===== src/rtl/cm0ik_ahb_pkg.sv =====
// Shared AHB-Lite constants, master state encoding and command legality check.
package cm0ik_ahb_pkg;

    localparam logic [1:0] HTRANS_IDLE   = 2'b00;
    localparam logic [1:0] HTRANS_BUSY   = 2'b01;
    localparam logic [1:0] HTRANS_NONSEQ = 2'b10;
    localparam logic [1:0] HTRANS_SEQ    = 2'b11;

    localparam logic [2:0] HSIZE_BYTE = 3'b000;
    localparam logic [2:0] HSIZE_HALF = 3'b001;
    localparam logic [2:0] HSIZE_WORD = 3'b010;

    localparam logic [2:0] HBURST_SINGLE = 3'b000;

    // Non-cacheable, non-bufferable, privileged data access
    localparam logic [3:0] HPROT_VAL = 4'b0011;

    typedef enum logic [1:0] {
        StIdle,
        StAddr,
        StData,
        StResp
    } state_e;

    // A command is legal when its size is byte/half/word and the address is naturally aligned
    function automatic logic cmd_legal(input logic [2:0] size, input logic [1:0] addr_lo);
        logic ok;
        unique case (size)
            HSIZE_BYTE: ok = 1'b1;
            HSIZE_HALF: ok = ~addr_lo[0];
            HSIZE_WORD: ok = (addr_lo == 2'b00);
            default:    ok = 1'b0;
        endcase
        return ok;
    endfunction

endpackage


===== src/rtl/cm0ik_ahb_master_if.sv =====
// Command/response stream plus AHB-Lite bus signals of the single-outstanding initiator.
interface cm0ik_ahb_master_if;

    logic        cmd_valid;
    logic        cmd_ready;
    logic [31:0] cmd_addr;
    logic        cmd_write;
    logic [2:0]  cmd_size;
    logic [31:0] cmd_wdata;

    logic        rsp_valid;
    logic        rsp_ready;
    logic [31:0] rsp_rdata;
    logic        rsp_err;

    logic [31:0] HADDR;
    logic [1:0]  HTRANS;
    logic        HWRITE;
    logic [2:0]  HSIZE;
    logic [2:0]  HBURST;
    logic [3:0]  HPROT;
    logic        HMASTLOCK;
    logic [31:0] HWDATA;
    logic        HREADY;
    logic        HRESP;
    logic [31:0] HRDATA;

    modport master (
        input  cmd_valid, cmd_addr, cmd_write, cmd_size, cmd_wdata, rsp_ready,
        input  HREADY, HRESP, HRDATA,
        output cmd_ready, rsp_valid, rsp_rdata, rsp_err,
        output HADDR, HTRANS, HWRITE, HSIZE, HBURST, HPROT, HMASTLOCK, HWDATA
    );

    modport slave (
        output cmd_valid, cmd_addr, cmd_write, cmd_size, cmd_wdata, rsp_ready,
        output HREADY, HRESP, HRDATA,
        input  cmd_ready, rsp_valid, rsp_rdata, rsp_err,
        input  HADDR, HTRANS, HWRITE, HSIZE, HBURST, HPROT, HMASTLOCK, HWDATA
    );

endinterface


===== src/rtl/cm0ik_ahb_lanes.sv =====
// Byte-lane helper: replicates write data across HWDATA and extracts right-justified read data.
module cm0ik_ahb_lanes
    import cm0ik_ahb_pkg::*;
(
    input  logic [2:0]  size,
    input  logic [1:0]  addr_lo,
    input  logic [31:0] wdata,
    input  logic [31:0] hrdata,
    output logic [31:0] wdata_rep,
    output logic [31:0] rdata_ext
);

    // Lane steering decoded from transfer size and low address bits
    always_comb begin
        wdata_rep = 32'h0;
        rdata_ext = 32'h0;
        unique case (size)
            HSIZE_BYTE: begin
                wdata_rep = {4{wdata[7:0]}};
                rdata_ext = {24'h0, hrdata[{addr_lo, 3'b000} +: 8]};
            end
            HSIZE_HALF: begin
                wdata_rep = {2{wdata[15:0]}};
                rdata_ext = {16'h0, hrdata[{addr_lo[1], 4'b0000} +: 16]};
            end
            HSIZE_WORD: begin
                wdata_rep = wdata;
                rdata_ext = hrdata;
            end
            default: begin
                wdata_rep = 32'h0;
                rdata_ext = 32'h0;
            end
        endcase
    end

endmodule


===== src/rtl/cm0ik_ahb_master.sv =====
// Single-outstanding AHB-Lite initiator: one command in, one NONSEQ transfer, one response out.
module cm0ik_ahb_master
    import cm0ik_ahb_pkg::*;
(
    input logic               HCLK,
    input logic               HRESETn,
    cm0ik_ahb_master_if.master bus
);

    state_e      state;
    logic [31:0] haddr;
    logic        hwrite;
    logic [2:0]  hsize;
    logic [31:0] wdata;
    logic [31:0] hwdata;
    logic [31:0] rdata;
    logic        err;
    logic [31:0] wdata_rep;
    logic [31:0] rdata_ext;

    cm0ik_ahb_lanes u_lanes (
        .size      (hsize),
        .addr_lo   (haddr[1:0]),
        .wdata     (wdata),
        .hrdata    (bus.HRDATA),
        .wdata_rep (wdata_rep),
        .rdata_ext (rdata_ext)
    );

    // Transfer sequencing; bus controls and response fields are all registered here
    always_ff @(posedge HCLK or negedge HRESETn) begin
        if (!HRESETn) begin
            state  <= StIdle;
            haddr  <= 32'h0;
            hwrite <= 1'b0;
            hsize  <= 3'b000;
            wdata  <= 32'h0;
            hwdata <= 32'h0;
            rdata  <= 32'h0;
            err    <= 1'b0;
        end else begin
            unique case (state)
                StIdle: begin
                    if (bus.cmd_valid) begin
                        if (cmd_legal(bus.cmd_size, bus.cmd_addr[1:0])) begin
                            haddr  <= bus.cmd_addr;
                            hwrite <= bus.cmd_write;
                            hsize  <= bus.cmd_size;
                            wdata  <= bus.cmd_wdata;
                            state  <= StAddr;
                        end else begin
                            // Rejected locally: the bus stays quiet and holds its last controls
                            rdata <= 32'h0;
                            err   <= 1'b1;
                            state <= StResp;
                        end
                    end
                end
                StAddr: begin
                    if (bus.HREADY) begin
                        hwdata <= wdata_rep;
                        state  <= StData;
                    end
                end
                StData: begin
                    // First ERROR cycle arrives with HREADY low and simply waits here
                    if (bus.HREADY) begin
                        err   <= bus.HRESP;
                        rdata <= (hwrite || bus.HRESP) ? 32'h0 : rdata_ext;
                        state <= StResp;
                    end
                end
                StResp: begin
                    if (bus.rsp_ready) begin
                        state <= StIdle;
                    end
                end
                default: state <= StIdle;
            endcase
        end
    end

    // Handshake and HTRANS decoded from the state register only
    always_comb begin
        bus.cmd_ready = (state == StIdle);
        bus.rsp_valid = (state == StResp);
        bus.HTRANS    = (state == StAddr) ? HTRANS_NONSEQ : HTRANS_IDLE;
    end

    assign bus.rsp_rdata = rdata;
    assign bus.rsp_err   = err;
    assign bus.HADDR     = haddr;
    assign bus.HWRITE    = hwrite;
    assign bus.HSIZE     = hsize;
    assign bus.HWDATA    = hwdata;
    assign bus.HBURST    = HBURST_SINGLE;
    assign bus.HPROT     = HPROT_VAL;
    assign bus.HMASTLOCK = 1'b0;

endmodule


===== src/flat_wrapper.sv =====
// flat-port wrapper written by rule: the top's interface ports become plain ports
module cm0ik_ahb_master_flat import cm0ik_ahb_pkg::*;
  (HCLK, HRESETn, bus_cmd_valid, bus_cmd_addr, bus_cmd_write, bus_cmd_size, bus_cmd_wdata, bus_rsp_ready, bus_HREADY, bus_HRESP, bus_HRDATA, bus_cmd_ready, bus_rsp_valid, bus_rsp_rdata, bus_rsp_err, bus_HADDR, bus_HTRANS, bus_HWRITE, bus_HSIZE, bus_HBURST, bus_HPROT, bus_HMASTLOCK, bus_HWDATA);
  cm0ik_ahb_master_if bus_i ();
  input logic HCLK;
  input logic HRESETn;
  input wire logic [$bits(bus_i.cmd_valid)-1:0] bus_cmd_valid;
  input wire logic [$bits(bus_i.cmd_addr)-1:0] bus_cmd_addr;
  input wire logic [$bits(bus_i.cmd_write)-1:0] bus_cmd_write;
  input wire logic [$bits(bus_i.cmd_size)-1:0] bus_cmd_size;
  input wire logic [$bits(bus_i.cmd_wdata)-1:0] bus_cmd_wdata;
  input wire logic [$bits(bus_i.rsp_ready)-1:0] bus_rsp_ready;
  input wire logic [$bits(bus_i.HREADY)-1:0] bus_HREADY;
  input wire logic [$bits(bus_i.HRESP)-1:0] bus_HRESP;
  input wire logic [$bits(bus_i.HRDATA)-1:0] bus_HRDATA;
  output wire logic [$bits(bus_i.cmd_ready)-1:0] bus_cmd_ready;
  output wire logic [$bits(bus_i.rsp_valid)-1:0] bus_rsp_valid;
  output wire logic [$bits(bus_i.rsp_rdata)-1:0] bus_rsp_rdata;
  output wire logic [$bits(bus_i.rsp_err)-1:0] bus_rsp_err;
  output wire logic [$bits(bus_i.HADDR)-1:0] bus_HADDR;
  output wire logic [$bits(bus_i.HTRANS)-1:0] bus_HTRANS;
  output wire logic [$bits(bus_i.HWRITE)-1:0] bus_HWRITE;
  output wire logic [$bits(bus_i.HSIZE)-1:0] bus_HSIZE;
  output wire logic [$bits(bus_i.HBURST)-1:0] bus_HBURST;
  output wire logic [$bits(bus_i.HPROT)-1:0] bus_HPROT;
  output wire logic [$bits(bus_i.HMASTLOCK)-1:0] bus_HMASTLOCK;
  output wire logic [$bits(bus_i.HWDATA)-1:0] bus_HWDATA;
  assign bus_i.cmd_valid = bus_cmd_valid;
  assign bus_i.cmd_addr = bus_cmd_addr;
  assign bus_i.cmd_write = bus_cmd_write;
  assign bus_i.cmd_size = bus_cmd_size;
  assign bus_i.cmd_wdata = bus_cmd_wdata;
  assign bus_i.rsp_ready = bus_rsp_ready;
  assign bus_i.HREADY = bus_HREADY;
  assign bus_i.HRESP = bus_HRESP;
  assign bus_i.HRDATA = bus_HRDATA;
  assign bus_cmd_ready = bus_i.cmd_ready;
  assign bus_rsp_valid = bus_i.rsp_valid;
  assign bus_rsp_rdata = bus_i.rsp_rdata;
  assign bus_rsp_err = bus_i.rsp_err;
  assign bus_HADDR = bus_i.HADDR;
  assign bus_HTRANS = bus_i.HTRANS;
  assign bus_HWRITE = bus_i.HWRITE;
  assign bus_HSIZE = bus_i.HSIZE;
  assign bus_HBURST = bus_i.HBURST;
  assign bus_HPROT = bus_i.HPROT;
  assign bus_HMASTLOCK = bus_i.HMASTLOCK;
  assign bus_HWDATA = bus_i.HWDATA;
  cm0ik_ahb_master u_core (.HCLK(HCLK), .HRESETn(HRESETn), .bus(bus_i));
endmodule

===== config.mk =====
export PLATFORM = sky130hd
export DESIGN_NAME = cm0ik_ahb_master_flat
export DESIGN_NICKNAME = d
export VERILOG_FILES = /design/src/rtl/cm0ik_ahb_pkg.sv /design/src/rtl/cm0ik_ahb_master_if.sv /design/src/rtl/cm0ik_ahb_lanes.sv /design/src/rtl/cm0ik_ahb_master.sv /design/src/flat_wrapper.sv
export SDC_FILE = /design/constraint.sdc
export NUM_CORES = 1
export LEC_CHECK = 0
export CAP_MARGIN = 0
export CORE_MARGIN = 1.5
export CORE_UTILIZATION = 47
export CTS_CLUSTER_SIZE = 40
export DETAILED_ROUTE_END_ITERATION = 6
export PLACE_DENSITY = 0.89
export SYNTH_ARGS = -nofsm -noshare
export SYNTH_HDL_FRONTEND = slang
export SYNTH_HIERARCHICAL = 1
export SYNTH_SLANG_ARGS = --single-unit

===== constraint.sdc =====
create_clock -name HCLK -period 2.2 [get_ports HCLK]
set_input_delay 0.22 -clock HCLK [delete_from_list [all_inputs] [get_ports HCLK]]
set_output_delay 0.22 -clock HCLK [all_outputs]
set_load 0.01 [all_outputs]

# --- Yosys cells after proc, flatten, opt, wreduce, memory -nomap -nowiden ---
# Cells that the tools add are included.
totals:
  regBits: 135
  input_bits: 106
  out_inout_bits: 113
  elab_cells: 54
op_classes:
  mux: 21
  eq_ne: 12
  n_reduce_logical: 10
  shifts: 2
  bitwise_logic: 1
ops:
  columns: ["cell", "n"]
  rows:
  - ["$pmux W32 S3", 2]
  - ["$mux W32", 4]
  - ["$pmux W32 S2", 1]
  - ["$shiftx A32 B6 Y16", 1]
  - ["$shiftx A32 B6 Y8", 1]
  - ["$mux W2", 6]
  - ["$ne A2 B2 Y1 const B", 5]
  - ["$pmux W2 S4", 1]
  - ["$reduce_and A4 Y1", 2]
  - ["$eq A3 B1 Y1 const B", 2]
  - ["$eq A3 B2 Y1 const B", 2]
  - ["$logic_not A3 Y1", 2]
  - ["$mux W1", 5]
  - ["$eq A2 B2 Y1 const B", 2]
  - ["$logic_not A2 Y1", 2]
  - ["$pmux W1 S3", 1]
  - ["$reduce_and A3 Y1", 1]
  - ["$eq A2 B1 Y1 const B", 1]
  - ["$pmux W1 S2", 1]
  - ["$reduce_and A2 Y1", 1]
  - ["$reduce_bool A2 Y1", 1]
  - ["$logic_or A1 B1 Y1", 1]
  - ["$not A1 Y1", 1]

# --- Depth between registers and ports, before layout ---
logic_depth:
  depth_word: 7
  depth_mapped: 8
  mapped_depth_nobuf: 6

# --- Cells and area by module ---
# Netlist, hierarchy kept.
by_module_without_submodules:
  columns: ["mod", "instances", "seq_area_each_um2", "area_each_um2", "cells_per_inst"]
  rows:
  - ["cm0ik_ahb_master", 1, 3378.2, 5530.3, 389]
  - ["cm0ik_ahb_lanes", 1, 0.0, 1152.4, 187]

# --- Worst setup path after synthesis ---
# Ideal clock, no wire load.
synth_timing:
  path_type: "register -> register"
  from: "register u_core.state[0]"
  to: "register u_core.err, in the netlist u_core/bus.rsp_err"
  n_path_buf: 1
  required_time_ps: 2075
  synth_period_minus_slack_ps: 1880
  slack_ps: 320
  t_arrival_ps: 1756
  path_stages_with_launch: 7
  setup_ps: 125
  path_cell_list: "dfrtp_1 inv_1 ha_1 a22oi_1 or3b_2 buf_2 mux2_2"
synth_via:
  elab_chain_cells: 3
  word_cells_on_any_way: 8
  cone_classes: "4 x eq/ne; 1 x mux; 3 x reduce/logical"
synth_rtl:
  columns: ["item", "line_no", "text"]
  rows:
  - ["from (decl)", "cm0ik_ahb_master.sv:10", "state_e state;"]
  - ["from (signal assigned)", "cm0ik_ahb_master.sv:33", "state <= StIdle;"]
  - ["from (signal assigned)", "cm0ik_ahb_master.sv:50", "state <= StAddr;"]
  - ["from (signal assigned)", "cm0ik_ahb_master.sv:55", "state <= StResp;"]
  - ["$logic_not A2 Y1 *", null, null]
  - ["named net bus_cmd_ready", "flat_wrapper.sv:16", "output wire logic [$bits(bus_i.cmd_ready)-1:0] bus_cmd_ready;"]
  - ["$ne A2 B2 Y1 (no source line) / $reduce_bool A2 Y1 (equally long branches)", null, null]
  - ["$reduce_and A4 Y1 (no source line)", null, null]
  - ["to (signal assigned)", "cm0ik_ahb_master.sv:68", "err <= bus.HRESP;"]
  - ["to (decl)", "cm0ik_ahb_master.sv:17", "logic err;"]
# The timed path passes the listed nets; every way through them passes the cells marked *.
# A chain may end at the register's enable or synchronous reset.

# --- Worst setup path in the final report ---
layout_timing:
  from: "register u_core.state[0]"
  to: "register u_core.rdata[21], in the netlist u_core/bus.rsp_rdata[21]"
layout_via:
  elab_chain_cells: 3
  word_cells_on_any_way: 8
  cone_classes: "4 x eq/ne; 1 x mux; 3 x reduce/logical"
layout_rtl:
  columns: ["item", "line_no", "text"]
  rows:
  - ["$eq A2 B2 Y1 / $logic_not A2 Y1 (equally long branches)", "cm0ik_ahb_master.sv:42", "unique case (state)"]
  - ["$ne A2 B2 Y1 (no source line) / $reduce_bool A2 Y1 (equally long branches)", null, null]
  - ["$reduce_and A4 Y1 (no source line)", null, null]
  - ["to (signal assigned)", "cm0ik_ahb_master.sv:69", "rdata <= (hwrite || bus.HRESP) ? 32'h0 : rdata_ext;"]
  - ["to (decl)", "cm0ik_ahb_master.sv:16", "logic [31:0] rdata;"]
# Parallel ways exist; a longest one is shown, timed or not.

==> reports/qor.csv <==
metric,value,unit
tightest_slew,0.547,ns
tns,0,ns
clkLatencyLatePin,0.42,ns
fin_crit_sh,92.5,%
ir_drop,0.709,mV
dpl_cell_area,8960,sq um
synth.area.top_cells,"dfrtp_1 (51%), mux2_2 (14%), mux2i_1 (7.2%)",
grt_start_max_net_pins,59,
critical_path_buf_inv_count,2,
grt_remaining_overflow,0,
synth-simple-area-share,10.2,%
critPathKind,flop to flop,
dieWidth,122,um
synth-compound-area-share,6.37,%
critPathTopFamily,simple AND/OR/NAND/NOR gates,
regArea,3380,sq um
slowest_stage,or3b_2,
syn_area,6680,sq um
pwr_density_cell,1390,nW/um^2
antenna_found_initial,0,
clock_path_buffers,2,
synth-async-reset-ratio,100,%
stdcell_area,9560,sq um
hpwlAfterDp,12.8,mm
ys_ff_latch,135,
relSlewSlack,63.5,%
maxCapViolations,0,
max_freq,491,MHz
cp_data_arrival_time,2.33,ns
clkSinkCount,135,
grt_pass1_vias,5516,
synth_top_area_cell,dfrtp_1,
rows,43,
clk_pin_slew,0.06,ns
period_minus_slack,2.04,ns
routed_wl,17.7,mm
slowest_delay,0.53,ns
multi_input_area,2930,sq um
first_pass_iters,4,
p_leak,4.34,nW
synth_top_area_share,50.6,%
critPathMaxFanout,32,
place_congestion,0.869,
fin_cells,980,
skew,0.00643,ns
synth.avg_cell_area,11.6,sq um
wire_per_inst,18.1,um
finalSetupViolCount,0,
drv_slew,0,
cp.required,2.49,ns
drcViolationCount,0,
hold_viol,0,
die_area,14900,sq um
synthMuxAreaShare,25.6,%
rsz0062_at_grt,no,
holdWs,0.330,ns
cts_made_buffers,17,
initial_core_util,48.1,%
synth_cells,576,
drive_gt1_share,20.0,%
post_cts_resized,0,
synth_edf_count,0,
grt_use_total,24.6,%
nFillCells,1009,
core_area,13900,sq um
synth_xor_area_share,0.131,%
worstHoldPathType,input pin to asynchronous set/reset pin,
ios,219,
h-tree-depth,4,
crit_path_end_kind,flop,
root_buffer,clkbuf_16,
port_buffers,209,
ys_seq_area_share,50.6,%
synth_fa_ha_area_share,0.936,%
vias,5071,
ant_nets,0,
area_delta_synth_final,43.1,%
drt_iter0_markers,255,
cts_tree,done,
synth_common_cells,"dfrtp_1 (135), mux2_2 (84), nand2_1 (70)",
diodes,0,
nets,898,
cp_cell_sequence,inv_1 -> ha_1 -> a22oi_1 -> or3b_2 -> buf_12 -> mux2i_1,
synth_top_family_by_area,multiplexers,
outcome,"complete, no violations",
synth-main-ff-cell,dfrtp_1,
synth_cell_types,33,
die_h,122,um
grt_pass1_wl,27.9,mm
cp-start-kind,flop,
via_per_inst,5.17,
dp_cells,947,
yosys_warnings,6,
yosysMostFrequentCell,dfrtp_1,
## kinds of logic (layout without fill, tap and decap cells)
family	after synthesis	in the layout
mux	151	151
flops	135	135
compound gates	62	62
buf+inv	80	297
other cells	2	9
fa+ha+maj	5	5
xor+xnor	1	1
simple gates	140	140
## placed cells by master, fill, tap and decap left out, drive strengths merged, types with 4 or more instances in the layout
| master | instances |
|---|---|
| ha | 5 |
| conb | 9 |
| or3 | 8 |
| clkbuf | 18 |
| clkdlybuf4s50 | 208 |
| mux2 | 103 |
| mux2i | 48 |
| o2bb2ai | 6 |
| nand2b | 11 |
| buf | 19 |
| clkinv | 5 |
| nor2 | 13 |
| a2bb2oi | 6 |
| o211ai | 7 |
| clkinvlp | 4 |
| a21o | 12 |
| nor2b | 10 |
| inv | 40 |
| dfrtp | 135 |
| a21oi | 24 |
| and2 | 25 |
| nand2 | 70 |
## metal layers
layer  share of wire, %  track usage, %  wire [um]  vias to the layer above
li1                   -               -          -                     2343
met1                 39            28.7       6910                     2492
met2                 51            41.9       8990                      199
met3                7.5            7.71       1330                       37
met4                2.7            10.5        486                        0
met5                  0               0          0                        -
## repair_timing
item | CTS | global route
setup buffers | 0 | 0
hold endpoints to repair | 56 | 0
hold buffers | 1 | 0
## cell type report
cell class / count / area share (%)
flip-flops and latches: 135 / 35.3
multi-input cells: 368 / 30.7
repair buffers: 228 / 24.1
clock buffers: 18 / 4.59
well taps: 180 / 2.36
clock inverters: 14 / 1.56
inverters: 37 / 1.45
## worst paths after layout
path | start | to | slack (ns) | cells past startpoint
setup / recovery | u_core/state[0]$_DFFE_PN0P_ | u_core/bus.rsp_rdata[21]$_DFFE_PN0P_ | 0.16 | 6
hold / removal | HRESETn | u_core/bus.HWDATA[29]$_DFFE_PN0P_ | 0.33 | 2
setup reg to reg | u_core/state[0]$_DFFE_PN0P_ | u_core/bus.rsp_rdata[21]$_DFFE_PN0P_ | 0.16 | 6
hold reg to reg | u_core/bus.HADDR[4]$_DFFE_PN0P_ | u_core/bus.HADDR[4]$_DFFE_PN0P_ | 0.50 | 1
max in group asynchronous | HRESETn | u_core/wdata[17]$_DFFE_PN0P_ | 1.11 | 3
min in group HCLK | bus_cmd_addr[19] | u_core/bus.HADDR[19]$_DFFE_PN0P_ | 0.41 | 2
## sequential cells by signal (all words and copies together), names as in the netlist
name	count
u_core/bus.rsp_err	1
u_core/wdata	32
u_core/state	2
u_core/bus.HADDR	32
u_core/bus.HWRITE	1
u_core/bus.HSIZE	3
u_core/bus.rsp_rdata	32
u_core/bus.HWDATA	32
## report_power, final
group          switching (W)  internal [W]  leakage, nW  total [W]
logic                0.00268       0.00353         2.32    0.00621
registers           0.000722       0.00353         1.73    0.00425
clock network        0.00112       0.00170        0.279    0.00283
total                0.00452       0.00876         4.34     0.0133
## metrics by stage
stage	worst slack, ns	total power (W)	utilization [%]
final	0.165	0.0133	68.9
after detailed placement	0.0986	0.0104	64.6
after global routing	0.0546	0.0140	68.9
after CTS	0.163	0.0133	68.9
after floorplan	0.320	0.00774	-
after global placement	0.173	0.0101	64.6
No activity file was read; power rests on OpenSTA's default activity.
